===== src/rtl/branch_issue_pkg.sv =====
// branch_issue_pkg: shared wavefront constants and issue FSM encodings for the branch issue arbiter
package branch_issue_pkg;
  localparam int WF_PER_CU = 40;
  localparam int WF_ID_LENGTH = 6;
  typedef logic [WF_ID_LENGTH-1:0] wfid_t;
  localparam wfid_t LAST_WFID = wfid_t'(WF_PER_CU - 1);
  localparam logic [0:0] IDLE = 1'b0;
  localparam logic [0:0] GRANT = 1'b1;
endpackage


===== src/rtl/rr_priority_picker.sv =====
// rr_priority_picker: first set request at or after ptr, scanning upward with wrap (rotate, find-first, modulo add)
module rr_priority_picker #(
  parameter int W = 40,
  parameter int IW = 6
) (
  input  logic [W-1:0]  req,
  input  logic [IW-1:0] ptr,
  output logic          found,
  output logic [IW-1:0] idx
);
  logic [W-1:0] rot;
  logic [IW-1:0] off;
  logic [IW:0] sum;
  // rotate so ptr sits at bit 0, take the lowest set bit, then map the offset back to an absolute index
  always_comb begin
    for (int i = 0; i < W; i++)
      rot[i] = req[(i + int'(ptr)) >= W ? i + int'(ptr) - W : i + int'(ptr)];
    off = '0;
    for (int i = W - 1; i >= 0; i--)
      if (rot[i]) off = IW'(i);
    found = |rot;
    sum = {1'b0, ptr} + {1'b0, off};
    idx = sum >= (IW+1)'(W) ? IW'(sum - (IW+1)'(W)) : sum[IW-1:0];
  end
endmodule


===== src/rtl/branch_issue_arbiter.sv =====
// branch_issue_arbiter: round-robin ALU/SALU issue grant that skips wavefronts with a pending or in-flight branch; BRANCH_ARB_STALL_STATS_EN adds stall_cnt
module branch_issue_arbiter
  import branch_issue_pkg::*;
(
  input  logic                    clk,
  input  logic                    rst,
  input  logic [WF_PER_CU-1:0]    wf_ready_arry,
  input  logic [WF_PER_CU-1:0]    wf_branch_arry,
  input  logic [WF_PER_CU-1:0]    pending_branches_arry,
  input  logic                    wf_kill_en,
  input  logic [WF_ID_LENGTH-1:0] wf_kill_wfid,
  input  logic                    issue_ready,
  output logic                    issue_valid,
  output logic [WF_ID_LENGTH-1:0] issue_wfid,
  output logic                    issue_branch,
  output logic                    issue_fire
`ifdef BRANCH_ARB_STALL_STATS_EN
  ,
  output logic [31:0]             stall_cnt
`endif
);
  logic [0:0] state;
  wfid_t rr_ptr, pick;
  logic [WF_PER_CU-1:0] shadow, shadow_next, eligible;
  logic found, kill_ok, kill_grant;
  assign eligible = wf_ready_arry & ~pending_branches_arry & ~shadow;
  assign issue_valid = state == GRANT;
  assign issue_fire = issue_valid & issue_ready & rst;
  assign kill_ok = wf_kill_en & (wf_kill_wfid < wfid_t'(WF_PER_CU));
  assign kill_grant = kill_ok & issue_valid & ~issue_ready & (wf_kill_wfid == issue_wfid);
  rr_priority_picker #(.W(WF_PER_CU), .IW(WF_ID_LENGTH)) u_picker (
    .req  (eligible),
    .ptr  (rr_ptr),
    .found(found),
    .idx  (pick)
  );
  // shadow covers issued branches until the tracker's pending bit shows up; a kill clears it even on the firing cycle
  always_comb begin
    shadow_next = shadow & ~pending_branches_arry;
    if (issue_fire && issue_branch) shadow_next[issue_wfid] = 1'b1;
    if (kill_ok) shadow_next[wf_kill_wfid] = 1'b0;
  end
  // issue FSM: register the pick in IDLE, hold it in GRANT until accepted or killed
  always_ff @(posedge clk) begin
    if (!rst) begin
      state <= IDLE;
      rr_ptr <= '0;
      shadow <= '0;
      issue_wfid <= '0;
      issue_branch <= 1'b0;
    end else begin
      shadow <= shadow_next;
      if (state == IDLE) begin
        if (found) begin
          state <= GRANT;
          issue_wfid <= pick;
          issue_branch <= wf_branch_arry[pick];
        end
      end else if (issue_ready) begin
        state <= IDLE;
        rr_ptr <= issue_wfid == LAST_WFID ? '0 : issue_wfid + 1'b1;
      end else if (kill_grant) begin
        state <= IDLE;
      end
    end
  end
`ifdef BRANCH_ARB_STALL_STATS_EN
  logic stall_cond;
  assign stall_cond = (state == IDLE) & |(wf_ready_arry & pending_branches_arry) & ~|eligible;
  // saturating count of idle cycles blocked only by pending branches
  always_ff @(posedge clk) begin
    if (!rst) stall_cnt <= '0;
    else if (stall_cond && stall_cnt != '1) stall_cnt <= stall_cnt + 1'b1;
  end
`endif
endmodule


===== config.mk =====
export PLATFORM = sky130hd
export DESIGN_NAME = branch_issue_arbiter
export DESIGN_NICKNAME = d
export VERILOG_FILES = /design/src/rtl/branch_issue_pkg.sv /design/src/rtl/rr_priority_picker.sv /design/src/rtl/branch_issue_arbiter.sv
export SDC_FILE = /design/constraint.sdc
export NUM_CORES = 1
export LEC_CHECK = 0
export ABC_AREA = 1
export BUFFER_PORTS_ARGS = -buffer_cell sky130_fd_sc_hd__buf_4
export CORE_MARGIN = 1.5
export CORE_UTILIZATION = 60
export CTS_BUF_LIST = sky130_fd_sc_hd__clkbuf_4
export DETAILED_ROUTE_END_ITERATION = 16
export PLACE_DENSITY = 0.78
export SETUP_SLACK_MARGIN = 0.02
export SLEW_MARGIN = 20
export SYNTH_ARGS = -nofsm -noshare
export SYNTH_HDL_FRONTEND = slang
export SYNTH_SLANG_ARGS = --single-unit

===== constraint.sdc =====
create_clock -name clk -period 8.7 [get_ports clk]
set_input_delay 1.74 -clock clk [delete_from_list [all_inputs] [get_ports clk]]
set_output_delay 1.74 -clock clk [all_outputs]
set_load 0.03 [all_outputs]

# [After elaboration in Yosys (flattened, before gate mapping)]
# Cells that the tools add are included.
[totals] input_bits=130 output_inout_bits=9 elab_cells=412 register_bits=54
[classes] add_sub_neg=82 reduce_logical=6 bitwise=16 n_mux=214 order_cmp=87 n_eq_ne=2
[op_table] operator="less-than comparator 32 x 8 -> 1 bit, second input constant" count=40
[op_table] operator="2-to-1 mux 32 bit" count=40
[op_table] operator="greater-or-equal comparator 32 x 7 -> 1 bit, second input constant" count=39
[op_table] operator="subtractor 32 x 7 -> 32 bit, second input constant" count=39
[op_table] operator="2-to-1 mux 6 bit" count=42
[op_table] operator="binary-select mux 1 bit (select 6 bit)" count=41
[op_table] operator="bitwise AND 40 bit" count=4
[op_table] operator="inverter 40 bit" count=3
[op_table] operator="adder 5 x 6 -> 7 bit, first input constant" count=16
[op_table] operator="2-to-1 mux 1 bit" count=87
[op_table] operator="2-to-1 mux 40 bit" count=2
[op_table] operator="adder 4 x 6 -> 7 bit, first input constant" count=8
[op_table] operator="adder 6 x 6 -> 7 bit, first input constant" count=8
[op_table] operator="OR 40 bit" count=1
[op_table] operator="OR reduction 40 bit" count=1
[op_table] operator="adder 3 x 6 -> 7 bit, first input constant" count=4
[op_table] operator="less-than comparator 6 x 7 -> 1 bit, second input constant" count=3
[op_table] operator="adder 2 x 6 -> 7 bit, first input constant" count=2
[op_table] operator="demux 1 bit (select 6 bit)" count=2
[op_table] operator="greater-or-equal comparator 6 x 1 -> 1 bit, second input constant" count=2
[op_table] operator="adder 1 x 6 -> 7 bit, first input constant" count=1
[op_table] operator="adder 6 x 6 -> 7 bit" count=1
[op_table] operator="greater-or-equal comparator 7 x 6 -> 1 bit, second input constant" count=1
[op_table] operator="subtractor 6 x 6 -> 7 bit, second input constant" count=1
[op_table] operator="10 further kinds" count=19

# [Logic depth before layout (Yosys ltp)]
# Gate-level depths: netlist of run 1.
[depth] depth_word=51 ltp_mapped=75 mapped_depth_nobuf=73

# [By module]
# A second synthesis of run 1 with hierarchy kept.
[unflattened] cells_unflattened=2120 hier_area_um2=11496.0
[by_module_without_submodules] mod="rr_priority_picker" cells_per_inst=1556 seq_area_each_um2=0.0 instances=1 area_each_um2=8069.0
[by_module_without_submodules] mod="branch_issue_arbiter" cells_per_inst=564 seq_area_each_um2=1081.0 instances=1 area_each_um2=3427.0

# [Least setup slack after synthesis of run 1]
# No wires, ideal clock.
[synth_timing] path_type="reg2reg" start="register rr_ptr[2]" end="register issue_branch" slack_ps=1502 t_required_ps=8567 stages_incl_launch_ff=75 t_arrival_ps=7065 n_path_buf=3 setup_ps=133 synth_period_minus_slack_ps=7198 cell_sequence="dfxtp_1 > buf_2 > inv_1 > clkbuf_1 > ha_1 > inv_2 > nand2_1 > nand2_1 > buf_6 > clkinv_2 > ha_1 > nand3_1 > nand2_1 > nand2_1 > nand4_1 > nand2_1 > nand2_1 > nand3_1 > (+39 left out) > a21oi_2 > ha_1 > inv_1 > fa_1 > o21ai_0 > xor2_1 > inv_1 > ha_1 > inv_1 > a41oi_1 > o21ai_0 > xnor2_1 > mux2i_1 > mux2_2 > nand2_1 > o41ai_1 > nand3_1 > a21oi_1"
[synth_between] elab_chain_len=51 elab_cells_between_ends=327 classes_between="add/sub: 81; order compare: 41; mux: 203; reduce/logical: 2"
[synth_lines] element="start, declared" line="branch_issue_arbiter.sv:23" rtl="wfid_t rr_ptr, pick;"
[synth_lines] element="start signal, assigned" line="branch_issue_arbiter.sv:61" rtl="rr_ptr <= issue_wfid == LAST_WFID ? '0 : issue_wfid + 1'b1;"
[synth_lines] element="adder 6 x 6 -> 7 bit" line="rr_priority_picker.sv:17" rtl="rot[i] = req[(i + int'(ptr)) >= W ? i + int'(ptr) - W : i + int'(ptr)];"
[synth_lines] element="subtractor 32 x 7 -> 32 bit / greater-or-equal comparator 32 x 7 -> 1 bit (equally long branches)" line="rr_priority_picker.sv:17"
[synth_lines] element="2-to-1 mux 32 bit" line="rr_priority_picker.sv:17"
[synth_lines] element="binary-select mux 1 bit (select 6 bit)" line="rr_priority_picker.sv:17"
[synth_lines] element="2-to-1 mux 1 bit (2 in series)" line="rr_priority_picker.sv:17"
[synth_lines] element="2-to-1 mux 6 bit (40 in series)" line="rr_priority_picker.sv:20" rtl="if (rot[i]) off = IW'(i);"
[synth_lines] element="adder 6 x 6 -> 7 bit" line="rr_priority_picker.sv:22" rtl="sum = {1'b0, ptr} + {1'b0, off};"
[synth_lines] element="subtractor 6 bit / greater-or-equal comparator 7 x 6 -> 1 bit (equally long branches)" line="rr_priority_picker.sv:23" rtl="idx = sum >= (IW+1)'(W) ? IW'(sum - (IW+1)'(W)) : sum[IW-1:0];"
[synth_lines] element="2-to-1 mux 6 bit" line="rr_priority_picker.sv:23"
[synth_lines] element="binary-select mux 1 bit (select 6 bit)" line="branch_issue_arbiter.sv:57" rtl="issue_branch <= wf_branch_arry[pick];"
[synth_lines] element="2-to-1 mux 1 bit (not written as such)" line="branch_issue_arbiter.sv:57"
[synth_lines] element="end signal, assigned" line="branch_issue_arbiter.sv:57"
[synth_lines] element="end, declared" line="branch_issue_arbiter.sv:15" rtl="output logic issue_branch,"
# Several ways; a longest one is shown, not always the timed one. The select of a mux whose other input is x is not followed.
# A chain may end at the register's enable or synchronous reset.

# [Worst setup path after layout of run 1]
[layout_timing] start="register rr_ptr[1]" end="register issue_branch"
# Same word-level chain as after synthesis.

==> results.sh, run 1 <==
export IMPL_cts_tree="yes"
export IMPL_root_buffer="clkbuf_4"
export IMPL_ir_worst_vdd_uv=126
export IMPL_crit_top_cell="nand2_1"
export IMPL_rows=50
export IMPL_die_h_um=141
export IMPL_grt_pass1_vias=12900
export IMPL_syn_nets=2230
export IMPL_cts_max_level=2
export IMPL_worstMarginPinSlew_ns=1.17
export IMPL_finalNetCount=2340
export IMPL_synth_edff_count=0
export IMPL_insertedDiodeCount=0
export IMPL_swShare_pct=58.4
export IMPL_critPathCaptureType="flop"
export IMPL_final_area_um2=12800
export IMPL_worstPathArrival_ns=8.25
export IMPL_drt_first_pass_iters=10
export IMPL_relSlewSlack_pct=21.6
export IMPL_globalRouteTotalUtil_pct=42.1
export IMPL_max_cap_viol_count=0
export IMPL_cts_post_setup_buffers_inserted=0
export IMPL_die_area_um2=20000
export IMPL_hp_start="issue_branch"
export IMPL_ys_top_cells_by_area="nand2_1 17%, dfxtp_1 9.4%, ha_1 8.1%"
export IMPL_cts_buffer_depth=2
export IMPL_finalSetupViolCount=0
export IMPL_viasPerCell=6.16
export IMPL_p_switching_mw=1.06
export IMPL_power_frac_clock_pct=6.3
export IMPL_synth_top_cell_area_share_pct=17.5
export IMPL_p_per_area_nw_per_um2=143
export IMPL_crit_buf_inv=7
export IMPL_cp_slowest_stage_delay_ns=0.39
export IMPL_synthToLayoutAreaGrowth_pct=11.1
export IMPL_gr_total_overflow=0
export IMPL_syn_mean_instance_area_um2=5.68
export IMPL_synth_cell_types=69
export IMPL_drt_iter0_markers=1600
export IMPL_placed_cell_area_um2=12700
export IMPL_rsz0062_at_grt="false"
export IMPL_hp_class="reg2reg"
export IMPL_core_area_um2=18800
export IMPL_detail_route_antenna_nets=0
export IMPL_critPathKind="reg2reg"
export IMPL_crit_required_ns=9.04
export IMPL_r2r_start="rr_ptr[1]"
export IMPL_ios=139
export IMPL_async_reset_ff_share_pct=0
export IMPL_ys_ff_latch=54
export IMPL_p_total_mw=1.82
export IMPL_slowest_stage="fa_1"
export IMPL_worst_setup_path_start_kind="flop"
export IMPL_power_frac_seq_pct=15.2
export IMPL_drc=0
export IMPL_dr_total_vias=14600
export IMPL_clock_fmax_mhz=126
export IMPL_tns_ns=0
export IMPL_intPower_mw=0.758
export IMPL_critPathMaxFanout=12
export IMPL_clock_skew_ns=0.0133
export IMPL_ys_seq_area_share_pct=9.40
export IMPL_synthFlopType="dfxtp_1"
export IMPL_drive_gt1_share_pct=12.2
export IMPL_antenna_found_initial=0
export IMPL_startpoint="rr_ptr[1]"
export IMPL_synth_top_area_cell="nand2_1"
export IMPL_syn_inst=2024
export IMPL_p_leak_nw=6.38
export IMPL_crit_family="simple AND/OR/NAND/NOR gates"
export IMPL_drt_wirelength_per_cell_um=18.2
export IMPL_worst_slack_ns=0.792
export IMPL_portBuffers=138
export IMPL_wl_um=43000
export IMPL_grt_pass1_wl_um=67200
export IMPL_die_w_um=141
export IMPL_hold_violations=0
export IMPL_gp_congestion=1.05
export IMPL_cts_sinks=54
export IMPL_yosysWarnings=0
export IMPL_fin_crit_sh_pct=90.9
export IMPL_grt_max_degree=46
export IMPL_initial_core_util_pct=61.2
export IMPL_min_period_ns=7.91
export IMPL_clk_pin_slew_worst_paths_ns=0.16
export IMPL_dp_slack_ns=0.331
export IMPL_dp_hpwl_um=34800
export IMPL_combPwrFrac_pct=78.5
export IMPL_slew_viol_final=0
export IMPL_synth_area_um2=11500
export IMPL_status="complete, no violations"
export IMPL_clock_latency_ns=0.40
export IMPL_numCtsBuffers=5
## timing repair
| action | CTS | global route |
|---|---|---|
| setup endpoints to repair | 0 | 4 |
| gates resized for setup | 0 | 9 |
| hold buffers | 0 | 0 |
## layer usage
metal,vias up,GRT usage [%],wire [um]
li1,7001,-,-
met1,6489,54.0,16600
met2,925,67.0,18600
met3,188,7.73,5070
met4,0,23.3,2740
met5,-,0,0
## final timing paths
path / end / slack, ns / depth (start not counted)
hold / removal: issue_branch / 0.52 / 2
hold reg to reg: issue_branch / 0.52 / 2
setup / recovery: issue_branch / 0.79 / 71
setup reg to reg: issue_branch / 0.79 / 71
## cell usage after synthesis, drive strengths merged, types with 10 or more instances
cell type  number
nand2         547
buf            30
nor3           33
a211oi         19
clkbuf         27
nand4          11
o21a           15
inv           274
nor4           11
xnor2          18
or2            10
a31oi          31
ha             74
dfxtp          54
a21oi         124
nand3         167
o211ai         15
nand3b         38
nor2          151
o21ai         201
xor2           76
o22ai          14
## cells in the final DEF, fill, tap and decap left out, drive strengths merged, types with 31 or more instances in the layout
master / count
buf: 160
o21ai: 201
xor2: 76
nand3: 167
a21oi: 124
ha: 74
nor2: 151
dfxtp: 54
nor3: 33
nand2: 547
nand3b: 38
inv: 274
a31oi: 31
## cell families after synthesis
| group | after synthesis | share of synthesized area [%] |
|---|---|---|
| compound gates | 477 | 24.8 |
| xor+xnor | 94 | 8.01 |
| simple gates | 974 | 36.7 |
| mux | 9 | 0.795 |
| fa+ha+maj | 76 | 8.40 |
| buf+inv | 340 | 12.0 |
| flops | 54 | 9.40 |
## registers in the layout, indices dropped and copies added, names as in the netlist
register,cells
shadow,40
issue_valid,1
issue_branch,1
issue_wfid,6
rr_ptr,6
## worst min-delay path, cell delays in order (launching register included)
cell	delay (ns)
dfxtp_1	0.37
nand2_1	0.07
a21oi_1	0.05
## area by class of cell
type	count	area [um2]
Clock buffer	5	37.5
Clock inverter	3	16.3
Fill cell	1866	6000
Inverter	283	1070
Multi-Input combinational cell	1630	9070
Sequential cell	54	1080
Tap cell	234	293
Timing Repair Buffer	160	1200
## through the flow
stage	utilization, %	hold slack [ns]	std cells
6_report	68.0	0.515	2369
5_1_grt	68.0	0.558	2369
4_1_cts	67.9	0.514	2369
3_5_place_dp	67.6	0.492	2361
3_3_place_gp	67.6	0.502	2361
2_1_floorplan	-	0.510	2024
## power by group through the flow
stage | registers [mW] | clock network (mW) | logic, mW
2_1_floorplan | 0.285 | 0 | 0.982
3_3_place_gp | 0.281 | 0 | 1.36
3_5_place_dp | 0.281 | 0 | 1.38
4_1_cts | 0.276 | 0.113 | 1.39
5_1_grt | 0.278 | 0.125 | 1.58
6_report | 0.277 | 0.115 | 1.43
Note: power is estimated with default switching activity, not from simulation.
==> run 2, diff against run 1 <==
--- a/config.mk
+++ b/config.mk
@@ -11,7 +11,7 @@
 export CORE_UTILIZATION = 60
 export CTS_BUF_LIST = sky130_fd_sc_hd__clkbuf_4
 export DETAILED_ROUTE_END_ITERATION = 16
-export PLACE_DENSITY = 0.78
+export PLACE_DENSITY = 0.82
 export SETUP_SLACK_MARGIN = 0.02
 export SLEW_MARGIN = 20
 export SYNTH_ARGS = -nofsm -noshare
==> run 2 against run 1 <==
  * Critical path depth increased by 1
  * Clock-buffer cell count increased by 1
  * Sequential share of layout area about the same
  * Largest cell class unchanged
==> results.sh, run 2 (synthesis gave the netlist of run 1 again) <==
export IMPL_startpoint="rr_ptr[2]"
export IMPL_max_flop_register="shadow"
export IMPL_die_w_um=141
export IMPL_drc=0
export IMPL_initial_core_util_pct=61.2
export IMPL_largest_reg_flops=40
export IMPL_root_buffer="clkbuf_4"
export IMPL_wl_um=43300
export IMPL_rows=50
export IMPL_max_cap_viol_count=0
export IMPL_holdWs_ns=0.511
export IMPL_p_leak_nw=6.41
export IMPL_p_per_area_nw_per_um2=144
export IMPL_whs_path_depth=2
export IMPL_critPathCaptureType="flop"
export IMPL_worst_slack_ns=0.663
export IMPL_finalNetCount=2344
export IMPL_numCtsBuffers=5
export IMPL_fin_crit_sh_pct=92.4
export IMPL_globalRouteTotalUtil_pct=41.5
export IMPL_die_area_um2=20000
export IMPL_most_common_layout_cells="535 x nand2_1, 242 x inv_1, 166 x o21ai_0"
export IMPL_tns_ns=0
export IMPL_worst_setup_path_start_kind="flop"
export IMPL_reg2reg_slack_ns=0.66
export IMPL_worstPathArrival_ns=8.36
export IMPL_grt_max_degree=42
export IMPL_detail_route_antenna_nets=0
export IMPL_synthToLayoutAreaGrowth_pct=11.4
export IMPL_drt_wirelength_per_cell_um=18.3
export IMPL_dr_total_vias=14700
export IMPL_drt_first_pass_iters=6
export IMPL_clock_latency_ns=0.40
export IMPL_ir_worst_vdd_uv=122
export IMPL_worstMarginPinSlew_ns=1.08
export IMPL_dp_hpwl_um=35100
export IMPL_r2r_end="issue_branch"
export IMPL_die_h_um=141
export IMPL_critPathMaxFanout=12
export IMPL_dp_slack_ns=0.260
export IMPL_clk_pin_slew_worst_paths_ns=0.17
export IMPL_hold_buffers=0
export IMPL_relSlewSlack_pct=27.5
export IMPL_gr_total_overflow=0
export IMPL_finalSetupViolCount=0
export IMPL_dp_cells=2362
export IMPL_status="complete, no violations"
export IMPL_r2r_start="rr_ptr[2]"
export IMPL_grt_pass1_wl_um=65900
export IMPL_layout_cells_non_filler=2373
export IMPL_cts_tree="yes"
export IMPL_rr_worst_depth=72
export IMPL_ios=139
export IMPL_clock_skew_ns=0.0239
export IMPL_viasPerCell=6.18
export IMPL_final_common_cell="nand2_1"
export IMPL_fillers=1832
export IMPL_cts_sinks=54
export IMPL_cts_buffer_depth=2
export IMPL_min_period_ns=8.04
export IMPL_fin_util_pct=68.2
export IMPL_slew_viol_final=0
export IMPL_grt_pass1_vias=12800
export IMPL_critPathKind="reg2reg"
export IMPL_worstSetupEndpoint="issue_branch"
export IMPL_clock_fmax_mhz=124
export IMPL_cp_slowest_stage_delay_ns=0.44
export IMPL_portBuffers=138
export IMPL_crit_required_ns=9.02
export IMPL_cts_max_level=2
export IMPL_antenna_found_initial=0
export IMPL_hp_class="reg2reg"
export IMPL_insertedDiodeCount=0
export IMPL_drt_iter0_markers=1551
export IMPL_drive_gt1_share_pct=12.4
export IMPL_slowest_stage="dfxtp_2"
export IMPL_core_area_um2=18800
export IMPL_hold_violations=0
export IMPL_crit_top_cell="nand2_1"
export IMPL_gp_congestion=1.06
export IMPL_top_regs="shadow: 40 flops, issue_wfid: 6 flops, rr_ptr: 6 flops"
[run 2: changes by cell type in the layout (fill, tap and decap cells not counted), sizes merged]
cell    previous run  this run
buf              160       164
clkbuf             5         6
clkinv            11        10
[run 2: how the worst min path moves through the flow]
stage / end / startpoint / slack [ns]
global route: issue_branch / issue_branch / 0.54
floorplan: shadow[13] / shadow[13] / 0.51
detailed placement: issue_branch / issue_branch / 0.48
global placement: issue_branch / issue_branch / 0.49
finish: issue_branch / issue_branch / 0.51
CTS: issue_branch / issue_branch / 0.51
[run 2: timing repair]
action	CTS	global route
setup buffers	0	3
setup endpoints to repair	0	3
resized for setup	0	11
hold endpoints to repair	0	0
[run 2: worst max-delay path: cells and delay by family (launching register included)]
| family | cells | cell delay (ns) |
|---|---|---|
| adder cells (fa/ha/maj) | 5 | 1.32 |
| AO/OA/AOI/OAI | 7 | 1.11 |
| XOR/XNOR | 2 | 0.44 |
| AND/OR/NAND/NOR | 49 | 3.32 |
| multiplexers | 2 | 0.37 |
| buffers and inverters | 7 | 0.94 |
| flip-flops | 1 | 0.44 |
[run 2: layout make-up]
type / count / area, um2 / area share [%]
timing repair buffer: 164 / 1230 / 9.61
clock buffer: 6 / 45.0 / 0.352
sequential: 54 / 1080 / 8.47
clock inverter: 2 / 12.5 / 0.0977
inverter: 283 / 1080 / 8.40
multi-input combinational: 1630 / 9060 / 70.8
tap: 234 / 293 / 2.29
[run 2: layer usage]
layer  wire length, um  global-route usage [%]
met1             16800                    52.8
met2             18800                    66.6
met3              4760                    7.02
met4              2910                    23.6
met5                 0                       0
[run 2: through the flow]
| step | power (mW) | area (um2) |
|---|---|---|
| finish | 1.84 | 12800 |
| global route | 1.98 | 12800 |
| floorplan | 1.27 | 11500 |
| global placement | 1.64 | 12700 |
| CTS | 1.79 | 12800 |
| detailed placement | 1.66 | 12700 |
[run 2: report_power, final]
part           switching [mW]  leakage, nW  internal, mW
logic                   0.964         5.94         0.474
clock network          0.0888       0.0337        0.0352
registers              0.0208        0.438         0.257
